==> src/rtl/booth_mul_arbiter_if.sv <==
// rtl/booth_mul_arbiter_if.sv - request/result channel bundle for the shared Booth multiplier arbiter
//
// Purpose: groups the per-requester operand channel and the shared result
// channel of booth_mul_arbiter into one interface.
// Signals:
//   req_valid[N_REQ]         requester -> arbiter, operand pair valid
//   req_ready[N_REQ]         arbiter -> requester, one-hot (or zero) accept
//   req_a[N_REQ*WIDTH_A]     packed A operands, requester k at [k*WIDTH_A +: WIDTH_A]
//   req_b[N_REQ*WIDTH_B]     packed B operands, same packing
//   res_valid / res_ready    result handshake
//   res_data[WIDTH_MUL]      product
//   res_id[ID_W]             index of the requester owning res_data
// Modports: master = requester/consumer side, slave = arbiter side.

interface booth_mul_arbiter_if #(
  parameter int N_REQ     = 4,
  parameter int ID_W      = 2,
  parameter int WIDTH_A   = 16,
  parameter int WIDTH_B   = 16,
  parameter int WIDTH_MUL = WIDTH_A + WIDTH_B
);
  logic [N_REQ-1:0]         req_valid;
  logic [N_REQ-1:0]         req_ready;
  logic [N_REQ*WIDTH_A-1:0] req_a;
  logic [N_REQ*WIDTH_B-1:0] req_b;
  logic                     res_valid;
  logic                     res_ready;
  logic [WIDTH_MUL-1:0]     res_data;
  logic [ID_W-1:0]          res_id;

  modport master (
    output req_valid, req_a, req_b, res_ready,
    input  req_ready, res_valid, res_data, res_id
  );

  modport slave (
    input  req_valid, req_a, req_b, res_ready,
    output req_ready, res_valid, res_data, res_id
  );
endinterface

==> src/rtl/booth_mul_arbiter.sv <==
// rtl/booth_mul_arbiter.sv - round-robin arbiter sharing one iterative Booth multiplier
//
// Purpose: grants one of N_REQ requesters round-robin, latches its operands
// into the engine operand registers, holds mul_en for MUL_LAT cycles, captures
// the product and returns it with the requester index on the result channel.
// Ports:
//   clk, rst_n     clock, asynchronous active-low reset
//   bus            booth_mul_arbiter_if.slave (request and result channels)
//   busy           high whenever the FSM is not IDLE
//   mul_en         engine step enable (high for exactly MUL_LAT cycles per op)
//   mul_a, mul_b   registered engine operands, stable for the whole operation
//   mul_out        engine product, sampled one cycle after mul_en falls
// Optional (macro BOOTH_ARB_STATS_EN):
//   op_count       completed result handshakes, wraps
//   stall_count    RESP cycles with res_ready low, saturates

module booth_mul_arbiter #(
  parameter int N_REQ     = 4,
  parameter int ID_W      = 2,
  parameter int WIDTH_A   = 16,
  parameter int WIDTH_B   = 16,
  parameter int WIDTH_MUL = WIDTH_A + WIDTH_B,
  parameter int MUL_LAT   = 9
) (
  input  logic                  clk,
  input  logic                  rst_n,
  booth_mul_arbiter_if.slave    bus,
  output logic                  busy,
  output logic                  mul_en,
  output logic [WIDTH_A-1:0]    mul_a,
  output logic [WIDTH_B-1:0]    mul_b,
  input  logic [WIDTH_MUL-1:0]  mul_out
`ifdef BOOTH_ARB_STATS_EN
  ,
  output logic [31:0]           op_count,
  output logic [31:0]           stall_count
`endif
);

  // Wide enough to hold MUL_LAT, so the counter may step past MUL_LAT-1
  // on the final RUN cycle without wrapping.
  localparam int CNT_W = $clog2(MUL_LAT + 1);

  typedef enum logic [1:0] {IDLE, RUN, CAPT, RESP} state_t;

  state_t           state;
  logic [ID_W-1:0]  rr_ptr;
  logic [CNT_W-1:0] lat_cnt;
  logic             found;
  logic [ID_W-1:0]  grant_idx;
  int               k;

  // First valid requester at or above rr_ptr, wrapping modulo N_REQ.
  always_comb begin
    found     = 1'b0;
    grant_idx = '0;
    k         = 0;
    for (int i = 0; i < N_REQ; i++) begin
      k = int'(rr_ptr) + i;
      if (k >= N_REQ) k = k - N_REQ;
      if (!found && bus.req_valid[k]) begin
        found     = 1'b1;
        grant_idx = ID_W'(k);
      end
    end
  end

  // The grant is offered only in IDLE, so the handshake completes the same cycle.
  assign bus.req_ready = (state == IDLE && found) ? (N_REQ'(1) << grant_idx) : '0;

  always_ff @(posedge clk or negedge rst_n) begin
    if (!rst_n) begin
      state         <= IDLE;
      rr_ptr        <= '0;
      lat_cnt       <= '0;
      mul_en        <= 1'b0;
      busy          <= 1'b0;
      mul_a         <= '0;
      mul_b         <= '0;
      bus.res_valid <= 1'b0;
      bus.res_data  <= '0;
      bus.res_id    <= '0;
    end else begin
      case (state)
        IDLE: begin
          if (found) begin
            mul_a      <= bus.req_a[int'(grant_idx)*WIDTH_A +: WIDTH_A];
            mul_b      <= bus.req_b[int'(grant_idx)*WIDTH_B +: WIDTH_B];
            bus.res_id <= grant_idx;
            rr_ptr     <= (grant_idx == ID_W'(N_REQ - 1)) ? '0 : grant_idx + ID_W'(1);
            lat_cnt    <= '0;
            mul_en     <= 1'b1;
            busy       <= 1'b1;
            state      <= RUN;
          end
        end
        RUN: begin
          lat_cnt <= lat_cnt + CNT_W'(1);
          if (lat_cnt == CNT_W'(MUL_LAT - 1)) begin
            mul_en <= 1'b0;
            state  <= CAPT;
          end
        end
        CAPT: begin
          // The engine finished its last step on the previous edge.
          bus.res_data  <= mul_out;
          bus.res_valid <= 1'b1;
          state         <= RESP;
        end
        RESP: begin
          if (bus.res_ready) begin
            bus.res_valid <= 1'b0;
            busy          <= 1'b0;
            state         <= IDLE;
          end
        end
        default: state <= IDLE;
      endcase
    end
  end

`ifdef BOOTH_ARB_STATS_EN
  always_ff @(posedge clk or negedge rst_n) begin
    if (!rst_n) begin
      op_count    <= '0;
      stall_count <= '0;
    end else if (state == RESP) begin
      if (bus.res_ready) op_count <= op_count + 32'd1;
      else if (stall_count != '1) stall_count <= stall_count + 32'd1;
    end
  end
`endif

endmodule

==> src/flat_wrapper.sv <==
// flat-port wrapper written by rule: the top's interface ports become plain ports
module booth_mul_arbiter_flat 
#(
  parameter int N_REQ     = 4,
  parameter int ID_W      = 2,
  parameter int WIDTH_A   = 16,
  parameter int WIDTH_B   = 16,
  parameter int WIDTH_MUL = WIDTH_A + WIDTH_B,
  parameter int MUL_LAT   = 9
)
  (clk, rst_n, busy, mul_en, mul_a, mul_b, mul_out, bus_req_valid, bus_req_a, bus_req_b, bus_res_ready, bus_req_ready, bus_res_valid, bus_res_data, bus_res_id);
  booth_mul_arbiter_if #(.N_REQ(N_REQ), .ID_W(ID_W), .WIDTH_A(WIDTH_A), .WIDTH_B(WIDTH_B), .WIDTH_MUL(WIDTH_MUL)) bus_i ();
  input  logic clk;
  input  logic rst_n;
  output logic busy;
  output logic mul_en;
  output logic [WIDTH_A-1:0] mul_a;
  output logic [WIDTH_B-1:0] mul_b;
  input  logic [WIDTH_MUL-1:0] mul_out;
  input wire logic [$bits(bus_i.req_valid)-1:0] bus_req_valid;
  input wire logic [$bits(bus_i.req_a)-1:0] bus_req_a;
  input wire logic [$bits(bus_i.req_b)-1:0] bus_req_b;
  input wire logic [$bits(bus_i.res_ready)-1:0] bus_res_ready;
  output wire logic [$bits(bus_i.req_ready)-1:0] bus_req_ready;
  output wire logic [$bits(bus_i.res_valid)-1:0] bus_res_valid;
  output wire logic [$bits(bus_i.res_data)-1:0] bus_res_data;
  output wire logic [$bits(bus_i.res_id)-1:0] bus_res_id;
  assign bus_i.req_valid = bus_req_valid;
  assign bus_i.req_a = bus_req_a;
  assign bus_i.req_b = bus_req_b;
  assign bus_i.res_ready = bus_res_ready;
  assign bus_req_ready = bus_i.req_ready;
  assign bus_res_valid = bus_i.res_valid;
  assign bus_res_data = bus_i.res_data;
  assign bus_res_id = bus_i.res_id;
  booth_mul_arbiter #(.N_REQ(N_REQ), .ID_W(ID_W), .WIDTH_A(WIDTH_A), .WIDTH_B(WIDTH_B), .WIDTH_MUL(WIDTH_MUL), .MUL_LAT(MUL_LAT)) u_core (.clk(clk), .rst_n(rst_n), .bus(bus_i), .busy(busy), .mul_en(mul_en), .mul_a(mul_a), .mul_b(mul_b), .mul_out(mul_out));
endmodule
==> config.mk <==
export PLATFORM = sky130hd
export DESIGN_NAME = booth_mul_arbiter_flat
export DESIGN_NICKNAME = d
export VERILOG_FILES = /design/src/rtl/booth_mul_arbiter_if.sv /design/src/rtl/booth_mul_arbiter.sv /design/src/flat_wrapper.sv
export SDC_FILE = /design/constraint.sdc
export NUM_CORES = 1
export LEC_CHECK = 0
export CORE_MARGIN = 2
export CORE_UTILIZATION = 30
export DETAILED_ROUTE_END_ITERATION = 16
export GPL_TIMING_DRIVEN = 0
export PLACE_DENSITY = 0.66
export SLEW_MARGIN = 20
export SYNTH_ARGS = -nofsm -noshare
export SYNTH_HDL_FRONTEND = slang
export SYNTH_SLANG_ARGS = --single-unit
export TNS_END_PERCENT = 30
==> constraint.sdc <==
create_clock -name clk -period 5.5 [get_ports clk]
set_input_delay 1.65 -clock clk [delete_from_list [all_inputs] [get_ports clk]]
set_output_delay 1.65 -clock clk [all_outputs]
set_load 0.005 [all_outputs]
== After elaboration in Yosys (flattened, before gate mapping) ==
Cells that the tools add are included.
W data, S select, Z words.

* Register bits after elaboration: 77
* Output and inout bits: 73
* Logic and storage cells: 93

* Add/sub/neg operators: 9
* Order comparisons: 8
* Eq/ne operators: 8
* Shift-type cells: 3
* Muxes and demuxes: 38
* Reductions and logical operators: 17

{| class="wikitable"
|+ Operators with widths
! kind !! number
|-
| $lt A32 B4 Y1 const B || 4
|-
| $mux W32 || 4
|-
| $shiftx A64 B7 Y16 || 2
|-
| $ge A32 B4 Y1 const B || 3
|-
| $sub A32 B4 Y32 const B || 3
|-
| $mux W2 || 8
|-
| $mux W1 || 15
|-
| $reduce_and A3 Y1 || 3
|-
| $bmux W1 S2 || 4
|-
| $mux W4 || 2
|-
| $pmux W2 S4 || 1
|-
| $pmux W4 S2 || 1
|-
| $add A2 B2 Y3 const B || 2
|-
| $eq A2 B2 Y1 const B || 3
|-
| $pmux W1 S2 || 3
|-
| $reduce_and A2 Y1 || 3
|-
| $reduce_bool A2 Y1 || 3
|-
| $add A4 B1 Y4 const B || 1
|-
| $eq A4 B4 Y1 const B || 1
|-
| $logic_and A1 B1 Y1 || 4
|-
| $ne A2 B1 Y1 const B || 2
|-
| $shl A1 B2 Y4 const A || 1
|-
| $sub A2 B3 Y4 const B || 1
|-
| $add A2 B1 Y3 const B || 1
|-
| 6 further kinds || 8
|}

== Depth between registers and ports, before layout ==
* Depth after elaboration: 17
* Mapped depth: 8

== Worst setup path before layout ==
Ideal clock, no wire load.

* Path type: input to output
* From: input bus_req_valid[2]
* To: output bus_req_ready[3]
* Arrival: 2.875 ns
* Data required time: 3.850 ns
* Setup slack: 0.975 ns
* Cell stages on the path: 7
* Path buffers: 1
* Cell sequence: nor2b_1 a21boi_1 o32ai_4 inv_2 buf_6 ha_1 and2_1

* Longest elaborated chain between the ends: 15
* Elaborated cells between the ends (all ways): 29
* Classes of those cells: shift: 1; mux: 21; reduce/logical: 7

{| class="wikitable"
|+ RTL lines
! element !! RTL line !! source
|-
| from (decl) || flat_wrapper.sv:20 || <nowiki>input wire logic [$bits(bus_i.req_valid)-1:0] bus_req_valid;</nowiki>
|-
| $bmux W1 S2 || booth_mul_arbiter.sv:61 || <nowiki>if (!found && bus.req_valid[k]) begin</nowiki>
|-
| $mux W1 (not written as such) (2 in a row) || booth_mul_arbiter.sv:61 ||
|-
| $mux W1 || booth_mul_arbiter.sv:61 ||
|-
| $logic_not A1 Y1 || booth_mul_arbiter.sv:61 ||
|-
| $logic_and A1 B1 Y1 || booth_mul_arbiter.sv:61 ||
|-
| $mux W1 || booth_mul_arbiter.sv:61 ||
|-
| $logic_not A1 Y1 || booth_mul_arbiter.sv:61 ||
|-
| $logic_and A1 B1 Y1 || booth_mul_arbiter.sv:61 ||
|-
| $mux W1 || booth_mul_arbiter.sv:61 ||
|-
| $logic_not A1 Y1 || booth_mul_arbiter.sv:61 ||
|-
| $logic_and A1 B1 Y1 || booth_mul_arbiter.sv:61 ||
|-
| $mux W2 / $mux W1 (equally long branches) || booth_mul_arbiter.sv:61 ||
|-
| $shl A1 B2 Y4 / $logic_and A1 B1 Y1 (equally long branches) || booth_mul_arbiter.sv:69 || <nowiki>assign bus.req_ready = (state == IDLE && found) ? (N_REQ'(1) << grant_idx) : '0;</nowiki>
|-
| $mux W4 * || booth_mul_arbiter.sv:69 ||
|-
| to (decl) || flat_wrapper.sv:24 || <nowiki>output wire logic [$bits(bus_i.req_ready)-1:0] bus_req_ready;</nowiki>
|}

Every way passes the cells marked *; elsewhere a longest branch is shown, timed or not. The select of a mux whose other input is x is not followed.

== Worst setup path in the final report ==
* From: input bus_req_valid[2]
* To: output bus_req_ready[0]

The elaborated chain is that of the path after synthesis.

==> flow_summary_export.csv <==
group,metric,value,unit
route,dr.pass1.iters,4,
worst_setup_path,max_stage_delay,560,ps
sta,finalCritPeriodShare,97.0,%
clock_network,cts_made_buffers,9,
placed_design,dpl.cell_count,850,
worst_setup_path,path_buf_inv,4,
sta,final_max_slew_viol_count,0,
synthesis,ys_ff_latch,77,
floorplanning,chipWidth,125,um
synthesis,synthFlopType,"dfrtp_1",
floorplanning,die_y,125,um
layout,instances_no_fill,866,
route,wl_per_cell,18.5,um
clock_network,tritoncts,"built",
sta,max_slew_margin,63.5,%
global_routing,grt_use_total,20.2,%
clock_network,clockBufferDepth,2,
floorplanning,ioPinCount,240,
placed_design,place_ws,-412,ps
sta,rsz0062_at_grt,"no",
clock_network,ctsRootBufferMaster,"clkbuf_16",
route,vias,4399,
power_and_ir_drop,p_leak,3.11,nW
route,viasPerCell,5.08,
worst_setup_path,critical_path_arrival,3680,ps
layout,area.growth.synth_to_final,67.7,%
worst_setup_path,crit_path_cell_trace,"dlygate4sd2_1 > nor2b_4 > a21boi_2 > o32ai_4 > inv_2 > buf_6 > a211oi_1 > clkdlybuf4s50_1",
synthesis,netlist_area,0.00442,sq mm
worst_setup_path,worstSetupEndpointType,"output port",
run,drv_cap,0,
worst_setup_path,cp_data_required_time,3850,ps
synthesis,synth.distinct_cells,44,
synthesis,synthArstFlopShare,100,%
synthesis,yosys.area_share.simple,16.6,%
sta,finalHoldViolCount,0,
global_routing,grt_max_degree,55,
layout,post-route-util,51.1,%
sta,fmaxAchievable,0.187,GHz
power_and_ir_drop,total_power,0.00374,W
synthesis,yosysTopAreaCell,"dfrtp_1",
worst_setup_path,reg2reg_to,"u_core.mul_a[10]",
route,drc,0,
worst_setup_path,crit_path_start,"bus_req_valid[2]",
outcome,status,"finished clean",
clock_network,cts_num_sinks,77,
global_routing,grt_pass1_vias,4754,
sta,whs,475,ps
synthesis,yosys.area.top_type_share,43.6,%
synthesis,synthCells,426,
layout,diodes,0,
sta,finalClockSkew,12.3,ps
placed_design,place_congestion,0.839,
worst_setup_path,criticalPathCategory,"input port to output port",
worst_hold_path,hold_class,"register to register",
synthesis,synth_area_leaders,"dfrtp_1 44%, a211oi_1 9.5%, and3_1 9.4%",
synthesis,synthAdderAreaFrac,2.27,%
route,postRouteAntennaNets,0,
sta,period_minus_slack,5330,ps
floorplanning,dieArea,0.0157,sq mm
worst_setup_path,rr_worst_depth,7,
synthesis,synth_warnings,0,
synthesis,synth_top_family_by_area,"compound AO/OA/AOI/OAI gates",
worst_setup_path,reg2reg_from,"u_core.rr_ptr[0]",
worst_setup_path,r2r_slack,3260,ps
global_routing,antenna_found_initial,0,
layout,num-nets-final,852,
worst_setup_path,cp_slowest_cell,"clkdlybuf4s50_1",
route,wl,16000,um
sta,timing.final.ws_setup,166,ps
worst_setup_path,crit_path_end,"bus_req_ready[0]",
worst_hold_path,hold_depth,2,
floorplanning,initial_utilization,30.5,%
worst_setup_path,worst-path-max-fanout,10,
synthesis,synthMuxAreaShare,8.39,%
global_routing,grt_pass1_wl,25400,um
power_and_ir_drop,ir_worst_vdd,0.192,mV
clock_network,ctsHtreeMaxLevel,3,
sta,finalSetupViolCount,0,
placed_design,io_buffers,239,
floorplanning,num_rows,44,
floorplanning,core_area,0.0145,sq mm
synthesis,synth-edff-count,0,
synthesis,synth_xor_area_share,0.198,%
synthesis,ys_seq_area_share,43.6,%
synthesis,syn-num-nets,601,
clock_network,clk_pin_slew,60,ps
layout,drive_gt1_share,13.9,%
clock_network,clk_latency,340,ps
placed_design,hpwl,12600,um
synthesis,synth_compound_area_share,22.0,%
global_routing,grt_overflow,0,
clock_network,postCtsHoldBufs,0,
power_and_ir_drop,p_per_area,505,mW/mm^2
worst_setup_path,crit_path_start_kind,"input port",
sta,worst_pin_slew,548,ps
worst_setup_path,cpLargestDelayFamily,"buffers and inverters",
route,drt-initial-drc-count,138,
synthesis,syn_area_per_cell,10.4,sq um
worst_setup_path,crit_cells,8,
-- logic make-up after synthesis --
kind of cell / Yosys count
simple gates: 135
compound gates: 123
flops: 77
buf+inv: 49
mux: 33
fa+ha+maj: 8
xor+xnor: 1
-- flip-flops by register name, summed over array words and instances, names as in the netlist, 2 cells and up --
name	cells
u_core.bus.res_data	32
u_core.bus.res_id	2
u_core.lat_cnt	4
u_core.mul_a	16
u_core.mul_b	16
u_core.rr_ptr	2
u_core.state	2
-- cells in the mapped netlist (all sizes together) (3+ instances only) --
| cell | n |
|---|---|
| a211oi | 66 |
| a21oi | 3 |
| a22o | 3 |
| and3 | 66 |
| buf | 28 |
| clkbuf | 13 |
| dfrtp | 77 |
| ha | 8 |
| inv | 7 |
| mux2 | 32 |
| nand2 | 46 |
| nand2b | 3 |
| nand3 | 3 |
| nor2 | 5 |
| nor2b | 4 |
| o21ai | 9 |
| o31ai | 33 |
-- tightest hold or removal path, delay by kind of cell (launching register included) --
| kind | cells | cell delay, ps |
|---|---|---|
| AOI/OAI and AO/OA | 1 | 50 |
| DFF | 1 | 340 |
| and+or+nand+nor | 1 | 50 |
-- layout by cell type, fill, tap and decap left out, drive strengths merged, types with 9 or more instances in the layout --
cell / instances
dfrtp: 77
o31ai: 33
nand2: 46
mux2: 32
a211oi: 66
buf: 31
clkdlybuf4s50: 234
inv: 10
clkbuf: 21
o21ai: 9
and3: 66
-- worst min-delay path by stage --
stage	startpoint	endpoint	slack, ps
finish	u_core.mul_b[10]	u_core.mul_b[10]	480
global route	u_core.mul_b[10]	u_core.mul_b[10]	500
CTS	u_core.mul_b[10]	u_core.mul_b[10]	480
floorplan	u_core.mul_a[10]	u_core.mul_a[10]	470
global placement	u_core.mul_a[10]	u_core.mul_a[10]	460
detailed placement	u_core.mul_b[10]	u_core.mul_b[10]	470
-- per-layer routing --
layer	vias to the layer above	wire length [um]	track usage [%]
met5	-	0	0
met4	0	365	7.39
met3	28	767	3.64
met2	153	7920	35.0
met1	2119	6980	25.3
li1	2099	-	-
-- power breakdown --
part / leakage, nW / switching, W / internal, W / total [W]
Combinational: 2.03 / 0.000947 / 0.00114 / 0.00209
Sequential: 0.924 / 0.000172 / 0.000859 / 0.00103
Clock: 0.152 / 0.000261 / 0.000359 / 0.000620
Total: 3.11 / 0.00138 / 0.00236 / 0.00374
-- cell type report --
cell class,count,area [sq um]
inverter,7,26.3
clock inverter,7,81.3
sequential,77,1930
buffer,40,269
clock buffer,9,225
timing repair buffer,242,2430
tap,184,230
fill,1308,7070
multi-input combinational,300,2220
-- through the flow --
step	area, sq um	TNS [ps]
finish	7410	0
global route	7410	0
CTS	7410	0
detailed placement	7060	-1120
global placement	7040	-935
floorplan	4420	0
-- what timing repair did --
item,CTS,global route
endpoints found under the setup margin,4,0
buffers inserted,2,0
resized for setup,10,0
(Power assumes the default switching activity.)
